File: config.mk
export PLATFORM = sky130hd
export DESIGN_NAME = gj_axis_uart_rx
export DESIGN_NICKNAME = d
export VERILOG_FILES = /design/src/rtl/gj_axis_uart_rx.sv
export SDC_FILE = /design/constraint.sdc
export NUM_CORES = 1
export LEC_CHECK = 0
export BUFFER_PORTS_ARGS = -buffer_cell sky130_fd_sc_hd__buf_4
export CAP_MARGIN = 10
export CORE_ASPECT_RATIO = 2
export CORE_MARGIN = 4
export CORE_UTILIZATION = 55
export CTS_CLUSTER_SIZE = 10
export DETAILED_ROUTE_END_ITERATION = 10
export PLACE_DENSITY = 0.84
export SYNTH_ARGS = -nofsm -noshare
export SYNTH_HDL_FRONTEND = slang
export SYNTH_SLANG_ARGS = --single-unit
File: constraint.sdc
create_clock -name clk -period 4.9 [get_ports clk]
set_input_delay 0.49 -clock clk [delete_from_list [all_inputs] [get_ports clk]]
set_output_delay 0.49 -clock clk [all_outputs]
set_load 0.02 [all_outputs]
File: src/rtl/gj_axis_uart_rx.sv
// gj_axis_uart_rx: oversampling UART receiver producing one valid pulse per byte plus a free-running bit_tick.
// Parity checking is built only when GJ_UART_RX_PARITY_EN is defined; otherwise frames are fixed 8N1.
module gj_axis_uart_rx #(
  parameter int OVS = 16,
  parameter int DBITS = 8
) (
  input  logic             clk,
  input  logic             rst,
  input  logic [15:0]      baudDiv,
  input  logic             parity_en,
  input  logic             parity_odd,
  input  logic             rxd,
  output logic             rx_tvalid,
  output logic [DBITS-1:0] rx_tdata,
  output logic             rx_tuser,
  output logic             bit_tick
);
  localparam int SW = $clog2(OVS);
  localparam int BW = $clog2(DBITS);
  localparam logic [SW-1:0] S_LO = SW'(OVS/2-1);
  localparam logic [SW-1:0] S_MID = SW'(OVS/2);
  localparam logic [SW-1:0] S_DEC = SW'(OVS/2+1);
  localparam logic [SW-1:0] S_MAX = SW'(OVS-1);
  localparam logic [BW-1:0] B_LAST = BW'(DBITS-1);
  typedef enum logic [2:0] {
    IDLE, START, DATA, STOP, WAITHI
`ifdef GJ_UART_RX_PARITY_EN
    , PARITY
`endif
  } state_t;
  state_t state, nstate;
  logic s1, rxs, rxs_d, v0, v1, perr;
  logic [15:0] pc, load;
  logic [SW-1:0] sc, btc;
  logic [BW-1:0] bi;
  logic [DBITS-1:0] data;
  logic tick, fall, dec, maj;
  assign load = baudDiv > 16'd1 ? baudDiv - 16'd1 : 16'd0;
  assign tick = pc == 16'd0;
  assign fall = state == IDLE && rxs_d && !rxs;
  assign dec = tick && sc == S_DEC;
  assign maj = (v0 & v1) | (v0 & rxs) | (v1 & rxs);
`ifndef GJ_UART_RX_PARITY_EN
  logic unused_par;
  assign unused_par = parity_en ^ parity_odd;
`endif
  always_comb begin
    nstate = state;
    case (state)
      IDLE:   nstate = fall ? START : IDLE;
      START:  nstate = dec ? (maj ? IDLE : DATA) : START;
`ifdef GJ_UART_RX_PARITY_EN
      DATA:   nstate = dec && bi == B_LAST ? (parity_en ? PARITY : STOP) : DATA;
      PARITY: nstate = dec ? STOP : PARITY;
`else
      DATA:   nstate = dec && bi == B_LAST ? STOP : DATA;
`endif
      STOP:   nstate = dec ? (maj ? IDLE : WAITHI) : STOP;
      WAITHI: nstate = rxs ? IDLE : WAITHI;
      default: nstate = IDLE;
    endcase
  end
  always_ff @(posedge clk or negedge rst) begin
    if (!rst) begin
      state <= IDLE;
      s1 <= 1'b1;
      rxs <= 1'b1;
      rxs_d <= 1'b1;
      pc <= '0;
      sc <= '0;
      btc <= '0;
      bi <= '0;
      data <= '0;
      v0 <= 1'b0;
      v1 <= 1'b0;
      perr <= 1'b0;
      bit_tick <= 1'b0;
      rx_tvalid <= 1'b0;
      rx_tdata <= '0;
      rx_tuser <= 1'b0;
    end else begin
      state <= nstate;
      s1 <= rxd;
      rxs <= s1;
      rxs_d <= rxs;
      pc <= fall || tick ? load : pc - 16'd1;
      if (tick) btc <= btc == S_MAX ? '0 : btc + SW'(1);
      bit_tick <= tick && btc == S_MAX;
      if (fall) sc <= '0;
      else if (tick) sc <= sc == S_MAX ? '0 : sc + SW'(1);
      if (tick && sc == S_LO) v0 <= rxs;
      if (tick && sc == S_MID) v1 <= rxs;
      if (fall) bi <= '0;
      else if (dec && state == DATA) bi <= bi + BW'(1);
      if (dec && state == DATA) data[bi] <= maj;
      if (fall) perr <= 1'b0;
`ifdef GJ_UART_RX_PARITY_EN
      else if (dec && state == PARITY) perr <= maj != (parity_odd ? ~^data : ^data);
`endif
      rx_tvalid <= dec && state == STOP;
      if (dec && state == STOP) begin
        rx_tdata <= data;
        rx_tuser <= perr | ~maj;
      end
    end
  end
endmodule

== Word level (Yosys, flattened, before mapping) ==
Cells that the tools add are included.

* Register bits: 54
* Bits of input ports: 21
* Output and inout bits: 11
* Logic and storage cells: 74

* $add $sub $neg: 5
* Order comparisons: 3
* Equality and inequality tests: 10
* Mux-type cells: 19
* Bitwise gates (word level): 6
* Reduce and logical (&&, ||, !) cells: 16

{| class="wikitable"
|+ Operators with widths
! operator !! number
|-
| 2-to-1 mux 16 bit || 2
|-
| subtractor 16 x 1 -> 16 bit (second input constant) || 2
|-
| == test 4 bit (second input constant) || 4
|-
| greater-than comparator 16 x 1 -> 1 bit (second input constant) || 1
|-
| logical NOT 16 bit || 1
|-
| 2-to-1 mux 4 bit || 4
|-
| 2-to-1 mux 3 bit || 5
|-
| case mux 3 bit (5 select lines) || 1
|-
| logical AND 1 bit || 10
|-
| adder 4 x 1 -> 4 bit (second input constant) || 2
|-
| bitwise mux 8 bit || 1
|-
| == test 3 x 2 -> 1 bit (second input constant) || 2
|-
| == test 3 bit (second input constant) || 2
|-
| == test 4 x 3 -> 1 bit (second input constant) || 1
|-
| < comparator 3 x 4 -> 1 bit (second input constant) || 1
|-
| 2-to-1 mux 2 bit || 2
|-
| nonzero test 2 bit || 2
|-
| adder 3 x 1 -> 3 bit (second input constant) || 1
|-
| AND 1 bit || 3
|-
| demux 1 bit (select 3 bit) || 1
|-
| == test 3 x 1 -> 1 bit (second input constant) || 1
|-
| >= comparator 3 x 1 -> 1 bit (second input constant) || 1
|-
| logical NOT 3 bit || 1
|-
| 2-to-1 mux 1 bit || 3
|-
| other kinds (4) || 5
|}

== Depth between registers and ports, before layout ==
* Depth in word-level cells: 6
* Mapped depth: 10
* Gate-level depth less buffers: 7

== Least setup slack after synthesis ==
No wires, ideal clock.

* Path kind: reg-to-reg
* From: register pc[2]
* To: register data[3]
* Setup time: 128 ps
* Arrival: 2,548 ps
* Required time: 4,772 ps
* Slack: 2,225 ps
* Cell stages (with the launch flop): 9
* Path buffers: 3
* Clock period less this slack: 2,675 ps
* Cell sequence: dfrtp_1 > or4_4 > or2_1 > buf_6 > or4_4 > buf_6 > buf_6 > nor3_4 > mux2_1

* Word-level cells in the longest chain between the ends: 3

{| class="wikitable"
|+ Ends and longest elaborated chain
! element !! RTL line !! source
|-
| start, declared || 33 || <nowiki>logic [15:0] pc, load;</nowiki>
|-
| start signal, assigned || 86 || <nowiki>pc <= fall || tick ? load : pc - 16'd1;</nowiki>
|-
| logical NOT 16 bit || 39 || <nowiki>assign tick = pc == 16'd0;</nowiki>
|-
| logical AND 1 bit || 41 || <nowiki>assign dec = tick && sc == S_DEC;</nowiki>
|-
| logical AND 1 bit || 95 || <nowiki>if (dec && state == DATA) data[bi] <= maj;</nowiki>
|-
| end signal, assigned by index || 95 ||
|-
| end, declared || 36 || <nowiki>logic [DBITS-1:0] data;</nowiki>
|}

No other way between the ends.
A chain may end at the register's enable or synchronous reset.

== Worst setup path in the final report ==
* From: register pc[2]
* To: register data[2]

The elaborated chain is that of the path after synthesis.

==> results by stage <==
Placement:
- Detailed placement ended at an HPWL of 4200 um.
- Routability-driven placement finished with a final weighted congestion of 0.839.
- The standard cell area after detailed placement is 3220 um2.
- The count of input and output buffers is 29.
- The post-placement worst setup slack is 2.16 ns.

GRT:
- The number of antenna violations at the first check in global routing came to 0.
- The via count of the first global-routing pass was 2194.
- For this run, the total global-route usage over all layers was measured as 0.183.
- The first global-routing pass estimated 9540 um of wire.
- After global routing the overflow that remains totals 0.
- The pin count of the biggest net entering global routing is 55.

Power:
- The highest ir drop seen on vdd is 0.277 mV.
- In this run the static leakage power is 1.42 nW.
- Dividing total power by cell area gives a power density of 338 nW/um2.

CTS:
- The clock transition at the register clock pins on the worst setup and hold paths after CTS is 0.10 ns.
- TritonCTS built the clock tree.
- CTS placed an instance of sky130_fd_sc_hd__clkbuf_8 at the clock tree root.
- The H-tree was split into 2 levels.
- Gates resized during post-CTS repair numbered 0.
- The quantity of hold-fixing buffers added after cts is 0.
- The total CTS buffers is 5.
- No sink is reached through more buffers than the 2 on the longest clock path.
- The buffer count from post-CTS setup fixing is 0.
- The worst-skew pair later-pin latency is 0.32 ns.
- The total clock sinks is 54.

Synthesis:
- The area share of the leading cell type in the synthesized netlist is 0.427.
- In this run, synthesis inferred 0 flip-flops with an integrated enable.
- After technology mapping, the gate count stands at 297.
- Counting instances in the post-synthesis netlist gives the leading cell types as 51 x sky130_fd_sc_hd__dfrtp_1, 28 x sky130_fd_sc_hd__nand3_1, 25 x sky130_fd_sc_hd__nand2_1.
- Summing every instance area after synthesis gives 2990 um2.
- The post-synthesis async set-or-reset flop share is 1.00.
- After synthesis, the cell types taking the most area are sky130_fd_sc_hd__dfrtp_1 43%, sky130_fd_sc_hd__mux2_2 5.7%, sky130_fd_sc_hd__nand3_1 4.7%.
- In the synthesized netlist the dominant register cell turns out to be sky130_fd_sc_hd__dfrtp_1.
- The number of nets in the synthesized netlist is 327.
- The number of warnings printed during yosys synthesis is 0.
- The average cell area after synthesis is 10.1 um2.
- The synthesis-stage register bit count is 54.
- The dominant cell by count in the synthesized netlist is sky130_fd_sc_hd__dfrtp_1.
- The cell type with the largest total area after synthesis is sky130_fd_sc_hd__dfrtp_1.
- Of the synthesized area, sequential elements account for 0.453.
- In this run, distinct cell masters in the synthesized netlist total 45.

Floorplanning:
- The horizontal die dimension is 60.1 um.
- The y dimension of the die is 112 um.
- In this run the count of I/O pins placed on the die edge is 32.
- The area of the placeable core is 5230 um2.
- The floorplan has 37 rows.
- For this configuration, the core starts out at a cell density of 0.571.
- The die area is 6750 um2.

Worst setup path:
- The critical path is of the reg -> reg type.
- The category of the worst setup path launch point is a flop.
- In this design, the stage delay of the slowest critical-path cell is 0.69 ns.
- Walking the worst path, the cells encountered are or4_4 > or2_1 > or4_4 > nor4b_2 > mux2_2.
- The cell that appears most often on the critical path is sky130_fd_sc_hd__or4_4.
- The slowest cell on the critical path is sky130_fd_sc_hd__or4_4.
- The buffers plus inverters on the worst setup path is 0.
- The cell type group with the largest total delay on the critical path is simple AND/OR/NAND/NOR gates.
- Along the worst path, the maximum fanout reaches 14.
- Data on the critical path arrives at its endpoint at 2.98 ns.
- The type of destination of the critical path is a flop.
- At the worst endpoint, the required time is 5.11 ns.

Route:
- The first detailed-routing pass took 4 iterations.
- The via density per instance is 5.81.
- The final routed DRC violation total is 0.
- For this block, the initial DRC count from the detailed router was 79.
- Wires add up to 5530 um.
- After detailed routing, the average wire length per cell comes to 14.5 um.
- The detail route stage leaves a number of antenna-violating nets equal to 0.
- The via count is 2209.

STA:
- Dividing the final minimum period by the clock period gives 0.565.
- The worst path meets setup with 2.13 ns of slack.
- The slew at the pin with the worst max-slew slack is 0.976 ns.
- The shortest clock period the worst path allows after layout is 2.77 ns.
- Between clock sinks in the finished design, the worst skew comes to 0.0120 ns.
- Measured against its own limit, the worst slew margin works out to 0.343.
- The accumulated negative setup slack is 0 ns.
- The total count of max-transition violations in the final report is 0.
- The final number of hold-violating endpoints is 0.
- Setup repair after global routing left no endpoint under its margin.
- The highest clock rate is 0.361 GHz.
- Setup violations remaining at the end of the flow were counted as 0.

Worst hold path:
- The worst min-delay path class is in -> async.

Job:
- The max capacitance violation total is 0.

Run status:
- The flow ran to the end, and the final reports show no timing, DRC or antenna violations.

Layout:
- Measured on the finished design, the core utilization comes to 0.635.
- After the last flow step, the layout net total stands at 351.
- The area added between synthesis and finish is 11.2%.
- The number of antenna diodes in the final layout is 0.
- With fillers left out, the area of the finished cells amounts to 3320 um2.
- The ratio of cells with drive above 1 in the final layout is 0.202.
-- final timing paths --
| kind | start | end | slack (ns) | cells after the start |
|---|---|---|---|---|
| max | pc[2] | data[2] | 2.13 | 5 |
| min | rst | sc[1] | 0.20 | 1 |
| max reg2reg | pc[2] | data[2] | 2.13 | 5 |
| min reg2reg | s1 | rxs | 0.36 | 0 |
| max in group asynchronous | rst | state[2] | 4.25 | 1 |
| min in group clk | rxd | s1 | 0.28 | 1 |
-- registers in the layout (all words and copies together), names as in the netlist --
name / flops
pc: 16
sc: 4
rxs_d: 1
bit_tick: 1
state: 3
v1: 1
rxs: 1
data: 8
rx_tdata: 8
btc: 4
bi: 3
s1: 1
v0: 1
rx_tvalid: 1
rx_tuser: 1
-- logic make-up (layout without fill, tap and decap cells) --
| family | Yosys count | count (layout) | share of synthesized area |
|---|---|---|---|
| and+or+nand+nor | 129 | 129 | 0.247 |
| DFF | 54 | 54 | 0.453 |
| AOI/OAI and AO/OA | 32 | 32 | 0.0599 |
| xor gates and xnor gates | 27 | 27 | 0.0791 |
| muxes | 23 | 23 | 0.0846 |
| buffers and inverters | 22 | 47 | 0.0352 |
| adders and majority gates | 10 | 10 | 0.0410 |
-- through the flow --
stage | hold slack, ns | power, mW | std cells
2_1_floorplan | 0.194 | 0.761 | 297
3_3_place_gp | 0.347 | 0.822 | 372
3_5_place_dp | 0.348 | 0.834 | 372
4_1_cts | 0.223 | 1.13 | 380
5_1_grt | 0.243 | 1.19 | 380
6_report | 0.196 | 1.12 | 380
-- metal layers --
metal / up-vias / routed length, um / global-route usage
li1: 1088 / - / -
met1: 1075 / 1970 / 0.178
met4: 0 / 131 / 0.0784
met5: - / 0 / 0
met2: 37 / 3260 / 0.350
met3: 9 / 171 / 0.0334
-- final cells by class --
type                    instances  area [um2]
clock buffers                   5        68.8
flip-flops and latches         54        1360
clock inverters                 3        40.0
inverters                       9        33.8
multi-input cells             221        1530
fillers                       427        1910
repair buffers                 30         225
well taps                      58        72.6
-- report_power, final --
group / switching [mW] / total, mW / internal [mW] / leakage (nW)
registers: 0.0785 / 0.596 / 0.517 / 0.709
logic: 0.127 / 0.235 / 0.108 / 0.651
clock network: 0.142 / 0.293 / 0.150 / 0.0579
-- layout by cell type (no fill, tap or decap), types with 3 or more instances in the layout --
| cell | synthesis | final |
|---|---|---|
| sky130_fd_sc_hd__mux2i_1 | 5 | 5 |
| sky130_fd_sc_hd__mux2_1 | 3 | 3 |
| sky130_fd_sc_hd__buf_4 | 0 | 30 |
| sky130_fd_sc_hd__xor2_1 | 14 | 14 |
| sky130_fd_sc_hd__dfstp_2 | 3 | 3 |
| sky130_fd_sc_hd__nor3b_1 | 3 | 3 |
| sky130_fd_sc_hd__ha_1 | 9 | 9 |
| sky130_fd_sc_hd__nor3_1 | 11 | 11 |
| sky130_fd_sc_hd__nor4_1 | 5 | 5 |
| sky130_fd_sc_hd__inv_1 | 9 | 9 |
| sky130_fd_sc_hd__o21ai_0 | 22 | 21 |
| sky130_fd_sc_hd__xnor2_1 | 13 | 13 |
| sky130_fd_sc_hd__clkbuf_8 | 0 | 5 |
| sky130_fd_sc_hd__mux2_2 | 15 | 15 |
| sky130_fd_sc_hd__or3_1 | 3 | 3 |
| sky130_fd_sc_hd__dfrtp_1 | 51 | 51 |
| sky130_fd_sc_hd__nand3b_1 | 9 | 9 |
| sky130_fd_sc_hd__nor2_1 | 22 | 22 |
| sky130_fd_sc_hd__nand2_1 | 25 | 25 |
| sky130_fd_sc_hd__nand3_1 | 28 | 28 |
No activity file was read; power rests on OpenSTA's default activity.
